--- src/rtl/jtopl_pkg.sv ---
// Shared constants for the OPL timer block: prescaler widths and status bit layout.
package jtopl_pkg;

   localparam int PRE_A     = 2;
   localparam int PRE_B     = 4;

   localparam int ST_IRQ    = 7;
   localparam int ST_FLAG_A = 6;
   localparam int ST_FLAG_B = 5;

   // CPU-visible status byte built from the two timer flags.
   function automatic logic [7:0] pack_status(input logic fa, input logic fb);
      logic [7:0] st;
      st            = 8'h00;
      st[ST_IRQ]    = fa | fb;
      st[ST_FLAG_A] = fa;
      st[ST_FLAG_B] = fb;
      return st;
   endfunction

endpackage

--- src/rtl/jtopl_timer_cnt.sv ---
// One 8-bit OPL timer: up-counter with reload on wrap, maskable sticky flag and overflow pulse.
module jtopl_timer_cnt (
   input  logic       clk,
   input  logic       rst_n,
   input  logic       tick,
   input  logic       step,
   input  logic [7:0] value,
   input  logic       load,
   input  logic       flagen,
   input  logic       clr_flag,
   output logic       flag,
   output logic       overflow
);

   logic [7:0] cnt;
   logic       run;
   logic       start;
   logic       advance;
   logic       wrap;

   // start and wrap are mutually exclusive: start needs run low, wrap needs run high
   assign start   = load & ~run;
   assign advance = step & run & load;
   assign wrap    = advance & (cnt == 8'hFF);

   always_ff @(posedge clk or negedge rst_n) begin
      if (!rst_n) begin
         cnt      <= 8'h00;
         run      <= 1'b0;
         flag     <= 1'b0;
         overflow <= 1'b0;
      end else begin
         run <= load;
         if (start)
            cnt <= value;
         else if (advance)
            cnt <= wrap ? value : cnt + 8'd1;
         // an overflow landing on a clear cycle must not be lost
         if (wrap & flagen)
            flag <= 1'b1;
         else if (clr_flag)
            flag <= 1'b0;
         if (tick)
            overflow <= wrap;
      end
   end

endmodule

--- src/rtl/jtopl_timers.sv ---
// Dual OPL timer block: shared sample prescaler, Timer A/B step strobes, status and IRQ.
module jtopl_timers #(
   parameter int PRE_A = jtopl_pkg::PRE_A,
   parameter int PRE_B = jtopl_pkg::PRE_B
) (
   input  logic       clk,
   input  logic       rst_n,
   input  logic       cenop,
   input  logic       zero,
   input  logic [7:0] value_A,
   input  logic [7:0] value_B,
   input  logic       load_A,
   input  logic       load_B,
   input  logic       flagen_A,
   input  logic       flagen_B,
   input  logic       clr_flag_A,
   input  logic       clr_flag_B,
   output logic       flag_A,
   output logic       flag_B,
   output logic       overflow_A,
   output logic       irq_n,
   output logic [7:0] status
);

   import jtopl_pkg::*;

   logic [PRE_B-1:0] pre;
   logic             tick;
   logic             step_a;
   logic             step_b;
   logic             unused_ovf_b;

   assign tick   = cenop & zero;
   assign step_a = tick & (&pre[PRE_A-1:0]);
   assign step_b = tick & (&pre);

   always_ff @(posedge clk or negedge rst_n) begin
      if (!rst_n)
         pre <= '0;
      else if (tick)
         pre <= pre + 1'b1;
   end

   jtopl_timer_cnt u_timer_a (
      .clk      (clk),
      .rst_n    (rst_n),
      .tick     (tick),
      .step     (step_a),
      .value    (value_A),
      .load     (load_A),
      .flagen   (flagen_A),
      .clr_flag (clr_flag_A),
      .flag     (flag_A),
      .overflow (overflow_A)
   );

   // Timer B overflow has no consumer downstream
   jtopl_timer_cnt u_timer_b (
      .clk      (clk),
      .rst_n    (rst_n),
      .tick     (tick),
      .step     (step_b),
      .value    (value_B),
      .load     (load_B),
      .flagen   (flagen_B),
      .clr_flag (clr_flag_B),
      .flag     (flag_B),
      .overflow (unused_ovf_b)
   );

   assign irq_n  = ~(flag_A | flag_B);
   assign status = pack_status(flag_A, flag_B);

endmodule

--- config.mk ---
export PLATFORM = sky130hd
export DESIGN_NAME = jtopl_timers
export DESIGN_NICKNAME = d
export VERILOG_FILES = /design/src/rtl/jtopl_pkg.sv /design/src/rtl/jtopl_timer_cnt.sv /design/src/rtl/jtopl_timers.sv
export SDC_FILE = /design/constraint.sdc
export NUM_CORES = 1
export LEC_CHECK = 0
export ABC_AREA = 1
export BUFFER_PORTS_ARGS = -buffer_cell sky130_fd_sc_hd__clkbuf_2
export CAP_MARGIN = 20
export CORE_MARGIN = 3
export CORE_UTILIZATION = 54
export CTS_BUF_LIST = sky130_fd_sc_hd__clkbuf_16
export CTS_CLUSTER_SIZE = 24
export DETAILED_ROUTE_END_ITERATION = 7
export MAX_ROUTING_LAYER = met4
export PLACE_DENSITY = 0.8
export REMOVE_ABC_BUFFERS = 1
export SYNTH_ARGS = -nofsm -noshare
export SYNTH_HDL_FRONTEND = slang
export SYNTH_SLANG_ARGS = --single-unit
--- constraint.sdc ---
create_clock -name clk -period 2.08 [get_ports clk]
set_clock_uncertainty 0.1 [all_clocks]
set_input_delay 0.52 -clock clk [delete_from_list [all_inputs] [get_ports clk]]
set_output_delay 0.52 -clock clk [all_outputs]
set_load 0.005 [all_outputs]
==> key figures <==
Outcome
  • Outcome: completed

Clock network
  • CTS tree: built
  • Worst-Skew Late Latency: 0.26 ns
  • Post-cts resize count: 0
  • Longest Clk Path Bufs: 2
  • Clock transition at path regs: 0.06 ns
  • Clk sinks: 25
  • Inserted Clock Buffers: 3
  • CTS root buffer: clkbuf_16
  • Setup Buffers After CTS: 0
  • H-tree depth: 1
  • Post-CTS Hold Fix Bufs: 0

Place
  • Worst slack, placed: 0.4141 ns
  • GPL Wtd Cong: 0.8845
  • Number of I/O port buffers: 32
  • Cell Area, Placed: 1836 um2
  • Final HPWL DP: 2398 um

Critical path
  • Max stage delay on crit path: 0.41 ns
  • Reg2Reg Capture Point: u_timer_a.cnt[4]
  • Slowest stage cell, crit path: dfrtp_1
  • CP endpoint: u_timer_a.cnt[4]
  • CP endpoint kind: flip-flop
  • RR Startpoint: u_timer_a.cnt[0]
  • CP dominant cell by count: nand2_1
  • Sum of buffers and inverters on the critical path: 0
  • Delay-heaviest family, CP: simple AND/OR/NAND/NOR gates
  • Worst Path Arrival: 1.66 ns
  • Crit path from: u_timer_a.cnt[0]
  • CP Max Fanout: 9
  • Register-to-register setup slack: 0.47 ns
  • Instance count on the critical path: 8
  • Setup Crit Path Kind: reg -> reg
  • Worst endpoint required time: 2.12 ns
  • Nature of the critical path startpoint: flip-flop
  • CP cell instances: ha_1, nand2_2, nor2_2, nand3_4, nand2_4, nand2_1, nand3_1, nand2_1
  • FF-to-FF path depth: 8

Power
  • P per Cell Area: 825.2 nW/um2
  • VDD IR-drop max: 628.4 uV
  • Leakage: 1.073 nW
  • Design Power: 0.001580 W

STA
  • Slew margin rel.: 0.5873
  • Minimum clock period: 1.612 ns
  • Final Hold Vio Count: 0
  • Hold WS: 0.1676 ns
  • Unrepaired setup endpoints after global routing: no
  • Tightest Pin Transition: 0.6190 ns
  • Slew Limit Fails: 0
  • Fin worst setup slack: 0.4685 ns
  • Setup TNS: 0 ns
  • Fmax: 0.6205 GHz
  • Finish-stage setup viols: 0
  • Post-route clock period utilization: 0.7748

Flow run
  • MaxCap Viol Count: 0

Global route
  • Vias in the first global route: 1279
  • Grt ovf: 0
  • GRT Util Overall: 0.1933
  • Largest net degree at the start of global routing: 26
  • First-pass GRT wire length: 5333 um
  • Initial antenna violation count: 0

Synthesis
  • Post-Syn Area: 1667 um2
  • Synth Warn #: 0
  • Ys async rst share: 1.000
  • Main area contributors after synthesis: dfrtp_1 (38%), nand2_1 (14%), nand3_1 (11%)
  • Most used flip-flop cell after synthesis: dfrtp_1
  • Post-synth top area share: 0.3754
  • Post-synthesis register bit count: 25
  • Seq/Total Area, Yosys: 0.3754
  • Post-synth EDFFs: 0
  • Synth unique cells: 28
  • Synth area leader: dfrtp_1
  • Syn avg cell area: 7.407 um2
  • Syn Inst Count: 225

Final layout
  • Area grow syn2layout: 14.87%
  • Commonest non-fill, non-tap cell in the layout: nand2_1
  • Filler Cell Count: 246
  • Ant. Diodes: 0
  • Final #Nets: 289
  • Most frequent cells in the layout: nand2_1 (64), inv_1 (35), nand3_1 (35)
  • Fin area: 1914 um2
  • Share of cells above drive strength 1: 0.2201

Hold path
  • Hold WC Path Type: in -> async

Route
  • Vias per std cell: 4.934
  • DRC errors left: 0
  • Routed vias: 1431
  • Final WL: 3142 um
  • ANT nets after route: 0
  • Detailed Routing Iterations Pass 1: 4
  • Drt initial violations: 72
  • WL per Instance: 10.83 um

Die
  • Die H: 61.56 um
  • Die area: 3789 um2
  • Core Box Area: 2853 um2
  • Initial Util: 0.5842
  • IO Pins: 38
  • Chip width: 61.56 um
  • # rows: 19
## metrics by stage
step,cells,util
6_report,290,0.6711
5_1_grt,290,0.6711
4_1_cts,290,0.6711
3_5_place_dp,286,0.6434
3_3_place_gp,286,0.6434
2_1_floorplan,222,-
## sequential cells by signal (all words and copies together), names as in the netlist
register / flops
pre: 4
u_timer_a.cnt: 8
u_timer_a.flag: 1
u_timer_a.overflow: 1
u_timer_a.run: 1
u_timer_b.cnt: 8
u_timer_b.flag: 1
u_timer_b.run: 1
## logic make-up (layout without fill, tap and decap cells)
group	count (synthesis)	after routing	share of synthesized area
AOI/OAI and AO/OA	11	11	0.04354
buffers and inverters	43	73	0.1156
muxes	1	1	0.006756
DFF	25	25	0.3754
adders and majority gates	3	3	0.02252
xor gates and xnor gates	8	8	0.04204
other	1	5	0.002250
and+or+nand+nor	133	133	0.3919
## Yosys cell counts, types with 3 or more instances
cell type and instances:
nand3_1 35, ha_1 3, xnor2_1 4, xor2_1 4, nor2_4 3, nor2_1 16, nand2_1 64, inv_1 34
buf_4 7, nand2_4 3, dfrtp_1 25, nand2_2 4
## report_power, final
group          leakage, nW  internal [W]  switching, W
combinational        0.716      0.000196      0.000225
clock               0.0423      0.000257      0.000158
sequential           0.314      0.000603      0.000140
## routing by layer
layer | vias to the layer above | global-route usage | part of all wire
met5 | - | - | 0
met4 | 0 | 0.05758 | 0.012
met3 | 4 | 0.04822 | 0.057
met2 | 39 | 0.3184 | 0.47
met1 | 625 | 0.2330 | 0.46
li1 | 763 | - | -
## final cells by class
type / count / area, um2 / area share
multi-input combinational: 161 / 863.3 / 0.4510
sequential: 25 / 625.6 / 0.3268
timing repair buffer: 33 / 167.7 / 0.08758
inverter: 36 / 140.1 / 0.07320
clock buffer: 3 / 75.07 / 0.03922
tap: 31 / 38.79 / 0.02026
clock inverter: 1 / 3.754 / 0.001961
## worst min-delay path by stage
| stage | start | end | slack (ns) |
|---|---|---|---|
| finish | rst_n | u_timer_a.run | 0.17 |
| global route | rst_n | u_timer_a.run | 0.22 |
| CTS | rst_n | u_timer_a.run | 0.19 |
| detailed placement | pre[3] | pre[3] | 0.36 |
| global placement | pre[3] | pre[3] | 0.36 |
| floorplan | rst_n | pre[0] | 0.12 |
Note: power is estimated with default switching activity, not from simulation.
